**src/rtl/ex_div_seq_pkg.sv**
```systemverilog
// Shared divide-op encodings for the Execute-stage divide sequencer.
package ex_div_seq_pkg;

    localparam int unsigned DIV_OP_WIDTH = 2;

    localparam logic [DIV_OP_WIDTH-1:0] DIV_DIV  = 2'd0;  // signed quotient
    localparam logic [DIV_OP_WIDTH-1:0] DIV_DIVU = 2'd1;  // unsigned quotient
    localparam logic [DIV_OP_WIDTH-1:0] DIV_MOD  = 2'd2;  // signed remainder
    localparam logic [DIV_OP_WIDTH-1:0] DIV_MODU = 2'd3;  // unsigned remainder

endpackage

```
**src/rtl/ex_div_seq_div_iter_step.sv**
```systemverilog
// One restoring-division step: shift {rem,quo} left, trial-subtract divisor, keep if non-negative.
module div_iter_step #(
    parameter int unsigned DATA_WIDTH = 32
) (
    input  logic [DATA_WIDTH-1:0] rem,
    input  logic [DATA_WIDTH-1:0] quo,
    input  logic [DATA_WIDTH-1:0] divisor,
    output logic [DATA_WIDTH-1:0] rem_next,
    output logic [DATA_WIDTH-1:0] quo_next
);

    // The shifted remainder can exceed DATA_WIDTH bits, so the trial runs one bit wider.
    logic [DATA_WIDTH:0] shifted;
    logic [DATA_WIDTH:0] trial;

    // Trial subtract and restore on borrow
    always_comb begin
        shifted = {rem, quo[DATA_WIDTH-1]};
        trial   = shifted - {1'b0, divisor};
        if (trial[DATA_WIDTH]) begin
            rem_next = shifted[DATA_WIDTH-1:0];
            quo_next = {quo[DATA_WIDTH-2:0], 1'b0};
        end else begin
            rem_next = trial[DATA_WIDTH-1:0];
            quo_next = {quo[DATA_WIDTH-2:0], 1'b1};
        end
    end

endmodule

```
**src/rtl/ex_div_seq.sv**
```systemverilog
// Multi-cycle signed/unsigned DIV/MOD sequencer that stalls Execute until the result is ready.
module ex_div_seq
    import ex_div_seq_pkg::*;
#(
    parameter int unsigned DATA_WIDTH = 32,
    parameter int unsigned CNT_WIDTH  = $clog2(DATA_WIDTH) + 1
) (
    input  logic                    clk,
    input  logic                    rst_n,
    input  logic                    start,
    input  logic [DIV_OP_WIDTH-1:0] op,
    input  logic [DATA_WIDTH-1:0]   oprand1,
    input  logic [DATA_WIDTH-1:0]   oprand2,
    input  logic                    flush,
    output logic                    busy,
    output logic                    stall_req,
    output logic                    valid_out,
    output logic [DATA_WIDTH-1:0]   result
);

    localparam int unsigned MSB = DATA_WIDTH - 1;

    typedef enum logic [2:0] {StIdle, StPrep, StCalc, StFix, StDone} state_e;

    state_e                  state_q, state_d;
    logic [DIV_OP_WIDTH-1:0] op_q;
    logic [DATA_WIDTH-1:0]   a_q, b_q, div_q, rem_q, quo_q, result_q;
    logic [CNT_WIDTH-1:0]    cnt_q;
    logic                    q_neg_q, r_neg_q;

    logic                    is_signed, is_mod;
    logic [DATA_WIDTH-1:0]   abs_a, abs_b, rem_nxt, quo_nxt, q_fix, r_fix;

    assign is_signed = (op_q == DIV_DIV) || (op_q == DIV_MOD);
    assign is_mod    = (op_q == DIV_MOD) || (op_q == DIV_MODU);

    // |MIN| = 2^(W-1) still fits in an unsigned W-bit magnitude.
    assign abs_a = (is_signed && a_q[MSB]) ? ('0 - a_q) : a_q;
    assign abs_b = (is_signed && b_q[MSB]) ? ('0 - b_q) : b_q;
    assign q_fix = q_neg_q ? ('0 - quo_q) : quo_q;
    assign r_fix = r_neg_q ? ('0 - rem_q) : rem_q;

    div_iter_step #(
        .DATA_WIDTH (DATA_WIDTH)
    ) u_step (
        .rem      (rem_q),
        .quo      (quo_q),
        .divisor  (div_q),
        .rem_next (rem_nxt),
        .quo_next (quo_nxt)
    );

    // State register
    always_ff @(posedge clk or negedge rst_n) begin
        if (!rst_n) begin
            state_q <= StIdle;
        end else begin
            state_q <= state_d;
        end
    end

    // Next-state and stall request; flush overrides everything combinationally
    always_comb begin
        state_d   = state_q;
        stall_req = 1'b0;
        unique case (state_q)
            StIdle: begin
                if (start) begin
                    state_d   = StPrep;
                    stall_req = 1'b1;
                end
            end
            StPrep: begin
                stall_req = 1'b1;
                state_d   = (b_q == '0) ? StDone : StCalc;
            end
            StCalc: begin
                stall_req = 1'b1;
                if (cnt_q == CNT_WIDTH'(DATA_WIDTH - 1)) begin
                    state_d = StFix;
                end
            end
            StFix: begin
                stall_req = 1'b1;
                state_d   = StDone;
            end
            StDone:  state_d = StIdle;
            default: state_d = StIdle;
        endcase
        if (flush) begin
            state_d   = StIdle;
            stall_req = 1'b0;
        end
    end

    // Datapath: operand capture, magnitude prep, iteration and sign fix-up
    always_ff @(posedge clk or negedge rst_n) begin
        if (!rst_n) begin
            op_q     <= '0;
            a_q      <= '0;
            b_q      <= '0;
            div_q    <= '0;
            rem_q    <= '0;
            quo_q    <= '0;
            cnt_q    <= '0;
            q_neg_q  <= 1'b0;
            r_neg_q  <= 1'b0;
            result_q <= '0;
        end else if (!flush) begin
            unique case (state_q)
                StIdle: begin
                    if (start) begin
                        op_q <= op;
                        a_q  <= oprand1;
                        b_q  <= oprand2;
                    end
                end
                StPrep: begin
                    div_q   <= abs_b;
                    quo_q   <= abs_a;
                    rem_q   <= '0;
                    cnt_q   <= '0;
                    q_neg_q <= is_signed && (a_q[MSB] ^ b_q[MSB]);
                    r_neg_q <= is_signed && a_q[MSB];
                    // Divide by zero: quotient all ones, remainder is the raw dividend.
                    if (b_q == '0) begin
                        result_q <= is_mod ? a_q : '1;
                    end
                end
                StCalc: begin
                    rem_q <= rem_nxt;
                    quo_q <= quo_nxt;
                    cnt_q <= cnt_q + CNT_WIDTH'(1);
                end
                StFix:   result_q <= is_mod ? r_fix : q_fix;
                default: ;
            endcase
        end
    end

    assign busy      = (state_q != StIdle);
    assign valid_out = (state_q == StDone);
    assign result    = result_q;

endmodule
```
**config.mk**
```make
export PLATFORM = sky130hd
export DESIGN_NAME = ex_div_seq
export DESIGN_NICKNAME = d
export VERILOG_FILES = /design/src/rtl/ex_div_seq_pkg.sv /design/src/rtl/ex_div_seq_div_iter_step.sv /design/src/rtl/ex_div_seq.sv
export SDC_FILE = /design/constraint.sdc
export NUM_CORES = 1
export LEC_CHECK = 0
export BUFFER_PORTS_ARGS = -buffer_cell sky130_fd_sc_hd__clkbuf_2
export CAP_MARGIN = 20
export CORE_MARGIN = 2
export CORE_UTILIZATION = 64
export CTS_BUF_LIST = sky130_fd_sc_hd__clkbuf_16
export DETAILED_ROUTE_END_ITERATION = 10
export PLACE_DENSITY = 0.84
export RECOVER_POWER = 100
export SLEW_MARGIN = 0
export SYNTH_ARGS = -nofsm -noshare
export SYNTH_HDL_FRONTEND = slang
export SYNTH_HIERARCHICAL = 1
export SYNTH_SLANG_ARGS = --single-unit
```
**constraint.sdc**
```tcl
create_clock -name clk -period 9.5 [get_ports clk]
set_input_delay 0.95 -clock clk [delete_from_list [all_inputs] [get_ports clk]]
set_output_delay 0.95 -clock clk [all_outputs]
set_load 0.01 [all_outputs]
```
# Yosys cells after proc, flatten, opt, wreduce, memory -nomap -nowiden
# Index checks and enable logic that the tools add are counted.
[totals]
ff_bits = 205
latch_bits = 0
mem_bits_rw = 0
rom_bits = 0
in_bits = 70
output_inout_bits = 35
memories = 0
[classes]
add_sub_neg = 6
mul = 0
div_mod_pow = 0
magnitude_cmp = 0
n_eq_ne = 10
shift = 0
mux = 21
n_bitwise = 2
n_reduce_logical = 17
[ops]
columns = ["cell", "count"]
rows = [
  ["$mux 32", 8],
  ["$pmux 32 s2", 3],
  ["$sub 1x32->32 const A", 4],
  ["$sub 33x32->33", 1],
  ["$logic_not 32->1", 1],
  ["$mux 3", 4],
  ["$pmux 3 s4", 1],
  ["$pmux 6 s2", 1],
  ["$add 6x1->6 const B", 1],
  ["$eq 3x2->1 const B", 2],
  ["$eq 6x5->1 const B", 1],
  ["$ne 3x3->1 const B", 2],
  ["$reduce_and 2->1", 3],
  ["$reduce_and 3->1", 2],
  ["$eq 2x2->1 const B", 2],
  ["$reduce_bool 2->1", 2],
  ["$eq 3x1->1 const B", 1],
  ["$eq 3x3->1 const B", 1],
  ["$logic_and 1x1->1", 3],
  ["$logic_not 3->1", 1],
  ["$mux 1", 3],
  ["$reduce_bool 3->1", 1],
  ["$reduce_or 3->1", 1],
  ["$logic_not 2->1", 1],
  ["5 further kinds", 6],
]

# Logic depth before layout (Yosys ltp)
[depth]
depth_word = 5
depth_mapped = 15

# Hierarchy
# The synthesis kept the hierarchy.
[modules_own_cells]
columns = ["mod", "n_inst", "cells_per_inst", "area_per_inst_um2"]
rows = [
  ["ex_div_seq", 1, 1184, 11265.8],
  ["div_iter_step", 1, 342, 2488.6],
]

# Worst setup path after synthesis
# OpenSTA, ideal clock, no wires.
[synth_path]
path_type = "reg-to-reg"
startpoint = "register quo_q[31]"
endpoint = "register rem_q[13]"
setup_ns = 0.121
t_arrival_ns = 3.110
required_ns = 9.379
slack_ns = 6.269
stages_incl_launch_ff = 16
path_buffers = 1
period_less_slack_ns = 3.231
path_cell_list = "dfrtp_1 inv_1 ha_1 fa_1 and2b_1 o2111ai_1 a21oi_2 o2111ai_1 a211oi_2 nor2_2 mux2i_1 and2_4 inv_2 buf_6 mux2_4 a22o_1"
[synth_between]
elab_chain_len = 3
[synth_rtl]
columns = ["element", "line_no", "rtl"]
rows = [
  ["start: declaration", "ex_div_seq.sv:27", "logic [DATA_WIDTH-1:0] a_q, b_q, div_q, rem_q, quo_q, result_q;"],
  ["start signal: assignment", "ex_div_seq.sv:120", "quo_q <= abs_a;"],
  ["start signal: assignment", "ex_div_seq.sv:132", "quo_q <= quo_nxt;"],
  ["$sub 33x32->33", "ex_div_seq_div_iter_step.sv:19", "trial = shifted - {1'b0, divisor};"],
  ["$mux 32", "ex_div_seq_div_iter_step.sv:20", "if (trial[DATA_WIDTH]) begin"],
  ["via rem_nxt[13]", "ex_div_seq.sv:32", "logic [DATA_WIDTH-1:0] abs_a, abs_b, rem_nxt, quo_nxt, q_fix, r_fix;"],
  ["$pmux 32 s2", "ex_div_seq.sv:110", "unique case (state_q)"],
  ["end signal: assignment", "ex_div_seq.sv:131", "rem_q <= rem_nxt;"],
  ["end: declaration", "ex_div_seq.sv:27", ""],
]
# The timed path passes the listed nets, and every way through them passes these cells.
# A chain may end at the register's enable or synchronous reset.

# Worst setup path in the final report
[layout_path]
startpoint = "register b_q[0]"
endpoint = "register result_q[25], in the netlist result[25]"
[layout_between]
elab_chain_len = 3
[layout_rtl]
columns = ["element", "line_no", "rtl"]
rows = [
  ["start: declaration", "ex_div_seq.sv:27", ""],
  ["start signal: assignment", "ex_div_seq.sv:115", "b_q <= oprand2;"],
  ["$logic_not 32->1", "ex_div_seq.sv:126", "if (b_q == '0) begin"],
  ["$ne 2x2->1 (no line)", "n/a", ""],
  ["$reduce_and 3->1 (no line)", "n/a", ""],
  ["end signal: assignment", "ex_div_seq.sv:127", "result_q <= is_mod ? a_q : '1;"],
  ["end signal: assignment", "ex_div_seq.sv:135", "StFix: result_q <= is_mod ? r_fix : q_fix;"],
  ["end: declaration", "ex_div_seq.sv:27", ""],
]
# No other way between the ends.

==> impl_metrics.csv <==
group,metric,value,unit
status,status,"finished, violations left",
status,violations,"capacitance limit, slew limit",
global_routing,grt_max_degree,79,
min_path,min_to,"result[18]",
clock_network,cts_tree,"built",
global_routing,antenna_found_initial,1,
floorplanning,coreArea,0.0211,mm²
power_and_ir_drop,power.share.clock,0.169,
worst_setup_path,critPathLaunchType,"register",
logic_synthesis,yosysWarnings,6,
worst_setup_path,cp_max_fo,55,
sta,grt_setup_unrepaired,"false",
sta,post-route-period-util,0.605,
logic_synthesis,async_flop_share,1.00,
logic_synthesis,synth_edf_count,0,
clock_network,ctsResizeCount,0,
finish,final_cell_count_no_fill,1840,
worst_setup_path,path_class,"register to register",
logic_synthesis,syn_avg_cell_area,9.01,µm²
logic_synthesis,yosysSeqAreaShare,0.373,
power_and_ir_drop,p_leak,0.00647,µW
sta,fin_setup_tns,0,ns
power_and_ir_drop,ir_worst_vdd,0.000183,V
sta,tightest_slew,3.27,ns
sta,maxSlewViolCount,309,
place,placed_cells,1796,
clock_network,clockBufferDepth,3,
floorplanning,dieWidth,151,µm
routing,firstDrtPassIters,8,
routing,ant_nets,0,
run,cap_violations,6,
sta,skew,0.0227,ns
routing,vias,12272,
worst_setup_path,r2r_setup_slack,3.75,ns
logic_synthesis,syn_inst,1526,
logic_synthesis,synth_cell_types,79,
clock_network,cts_root_buffer,"clkbuf_16",
floorplanning,ioPinCount,105,
sta,slew-limit-headroom,-1.18,
global_routing,grt_usage,0.345,
logic_synthesis,synthFlopType,"dfrtp_1",
worst_setup_path,critPathArrivalTime,6.16,ns
power_and_ir_drop,switching_power,2460,µW
routing,drt_wl_total,38700,µm
sta,max_freq,174,MHz
min_path,worstHoldPathCells,2,
finish,stdcell_area,0.0147,mm²
power_and_ir_drop,power_frac_seq,0.307,
logic_synthesis,synthTopCellsByArea,"dfrtp_1, xnor2_1, mux2_2",
clock_network,numCtsBuffers,24,
finish,fill_cells,1648,
worst_setup_path,reg2reg_depth,9,
global_routing,grt_overflow,0,
sta,finalSetupViolations,0,
finish,final_nets,1655,
finish,drive_gt1_frac,0.125,
power_and_ir_drop,pwr-share-comb,0.524,
finish,num_antenna_cells,0,
worst_setup_path,r2r-end,"result[25]",
min_path,min_path_type,"register to register",
floorplanning,dieHeight,151,µm
worst_setup_path,worstReg2RegStart,"b_q[0]",
logic_synthesis,synth.top_cell.area_share,0.373,
clock_network,worstSkewPairLatency,0.54,ns
finish,final_cell_mix,"dfrtp_1, nand2_1, o21ai_0",
clock_network,htreeDepth,1,
floorplanning,dieArea,0.0227,mm²
place,post_dp_cell_area,0.0141,mm²
logic_synthesis,syn-cell-area,0.0138,mm²
min_path,timing.hold.worst.start,"result[18]",
clock_network,cts.sinks,205,
clock_network,post-cts-setup-buffers,0,
routing,drcViolationCount,0,
global_routing,grt_pass1_vias,11379,
floorplanning,start_util,0.652,
routing,vias_per_cell,6.67,
clock_network,cts_hold_buf,0,
sta,hold_viol_final,0,
power_and_ir_drop,swShare,0.465,
place,gp_congestion,1.03,
logic_synthesis,synth_top_cell_by_area,"dfrtp_1",
place,portBuffers,104,
power_and_ir_drop,power,5310,µW
worst_setup_path,required,9.91,ns
routing,drt_iter0_markers,1502,
routing,routedWlPerCell,21.0,µm
power_and_ir_drop,p_per_area,361,mW/mm²
logic_synthesis,synth_seq_cells,205,
worst_setup_path,worst_setup_path_end_kind,"register",
power_and_ir_drop,internal-power,2840,µW
global_routing,grt_pass1_wl,61800,µm
finish,synthToLayoutAreaGrowth,6.99,%
sta,min_period,5.75,ns
place,dp.final_hpwl,27600,µm
clock_network,cts.clk_slew.worst_paths,0.06,ns
logic_synthesis,syn_nets,1634,
finish,final_common_cell,"dfrtp_1",
floorplanning,row_count,53,
==> flip-flops by register name, indices dropped and copies added, names as in the netlist <==
signal	flops
div_q	32
r_neg_q	1
quo_q	32
result	32
cnt_q	6
q_neg_q	1
op_q	2
b_q	32
rem_q	32
a_q	32
state_q	3
==> per-stage QoR <==
step | worst slack, ns | utilization | hold WS (ns)
finish | 3.75 | 0.698 | 0.472
global route | 3.36 | 0.698 | 0.507
CTS | 5.02 | 0.706 | 0.409
detailed placement | 5.05 | 0.670 | 0.465
global placement | 5.13 | 0.670 | 0.461
floorplan | 6.27 | - | 0.450
==> how the worst max path moves through the flow <==
| stage | start | end | slack (ns) | depth (start not counted) |
|---|---|---|---|---|
| floorplan | quo_q[31] | rem_q[13] | 6.27 | 15 |
| global placement | quo_q[31] | rem_q[3] | 5.13 | 14 |
| detailed placement | quo_q[31] | rem_q[4] | 5.05 | 14 |
| CTS | quo_q[31] | rem_q[17] | 5.02 | 14 |
| global route | b_q[0] | result[25] | 3.36 | 9 |
| finish | b_q[0] | result[25] | 3.75 | 9 |
==> layout make-up <==
cell class              instances  area (µm²)  area share
multi-input cells            1142        7710       0.524
flip-flops and latches        205        5130       0.349
clock buffers                  24         601      0.0408
repair buffers                118         567      0.0385
well taps                     275         344      0.0234
inverters                      56         210      0.0143
clock inverters                20         151      0.0103
==> Yosys cell counts (all sizes together) (5+ instances only) <==
master    n
and3     14
buf      41
dfrtp   205
nand4    14
a211oi    9
nor3     31
nor2    105
a22o     32
or4      16
o22ai    19
xor2     41
nand2b    8
nor2b     6
clkbuf   82
nand3    26
nor4     23
o41ai    27
ha       37
a21o     20
o21ai   129
inv      53
mux2i     7
nand3b    5
o21a      8
and2      7
o31ai    33
o211ai   10
nand2   134
or2       9
or3      26
nor3b     7
a21oi    84
a31oi    16
xnor2    96
mux2     89
==> power by group through the flow <==
stage / Sequential [µW] / Clock, µW / Combinational (µW)
final: 1630 / 896 / 2780
after global routing: 1670 / 938 / 3040
after CTS: 1610 / 902 / 2860
after detailed placement: 1620 / 0 / 2830
after global placement: 1600 / 0 / 2780
after floorplan: 1480 / 0 / 2270
==> metal layers <==
layer	routed length, µm	vias up	global-route usage	share of wire
met1	16000	5818	0.502	0.41
met2	16900	789	0.512	0.44
met3	4290	115	0.0706	0.11
met4	1480	2	0.122	0.038
li1	-	5548	-	-
met5	13	-	0	0.00034
==> worst max-delay path, cell delays in order (launching register included) <==
cell and delay, ns:
dfrtp_1 0.40, inv_1 0.08, ha_1 0.22, or4b_1 0.24
or4_1 0.32, o41a_1 0.27, or2_0 2.20, clkinv_1 1.37
o21ai_0 0.41, o21ai_0 0.11
==> kinds of logic after synthesis <==
group,count (synthesis),share of synthesized area
AOI/OAI and AO/OA,426,0.201
xor gates and xnor gates,137,0.0872
adders and majority gates,38,0.0351
buffers and inverters,179,0.0602
DFF,205,0.373
muxes,96,0.0831
and+or+nand+nor,445,0.160
Power figures use the tool's default switching activity.
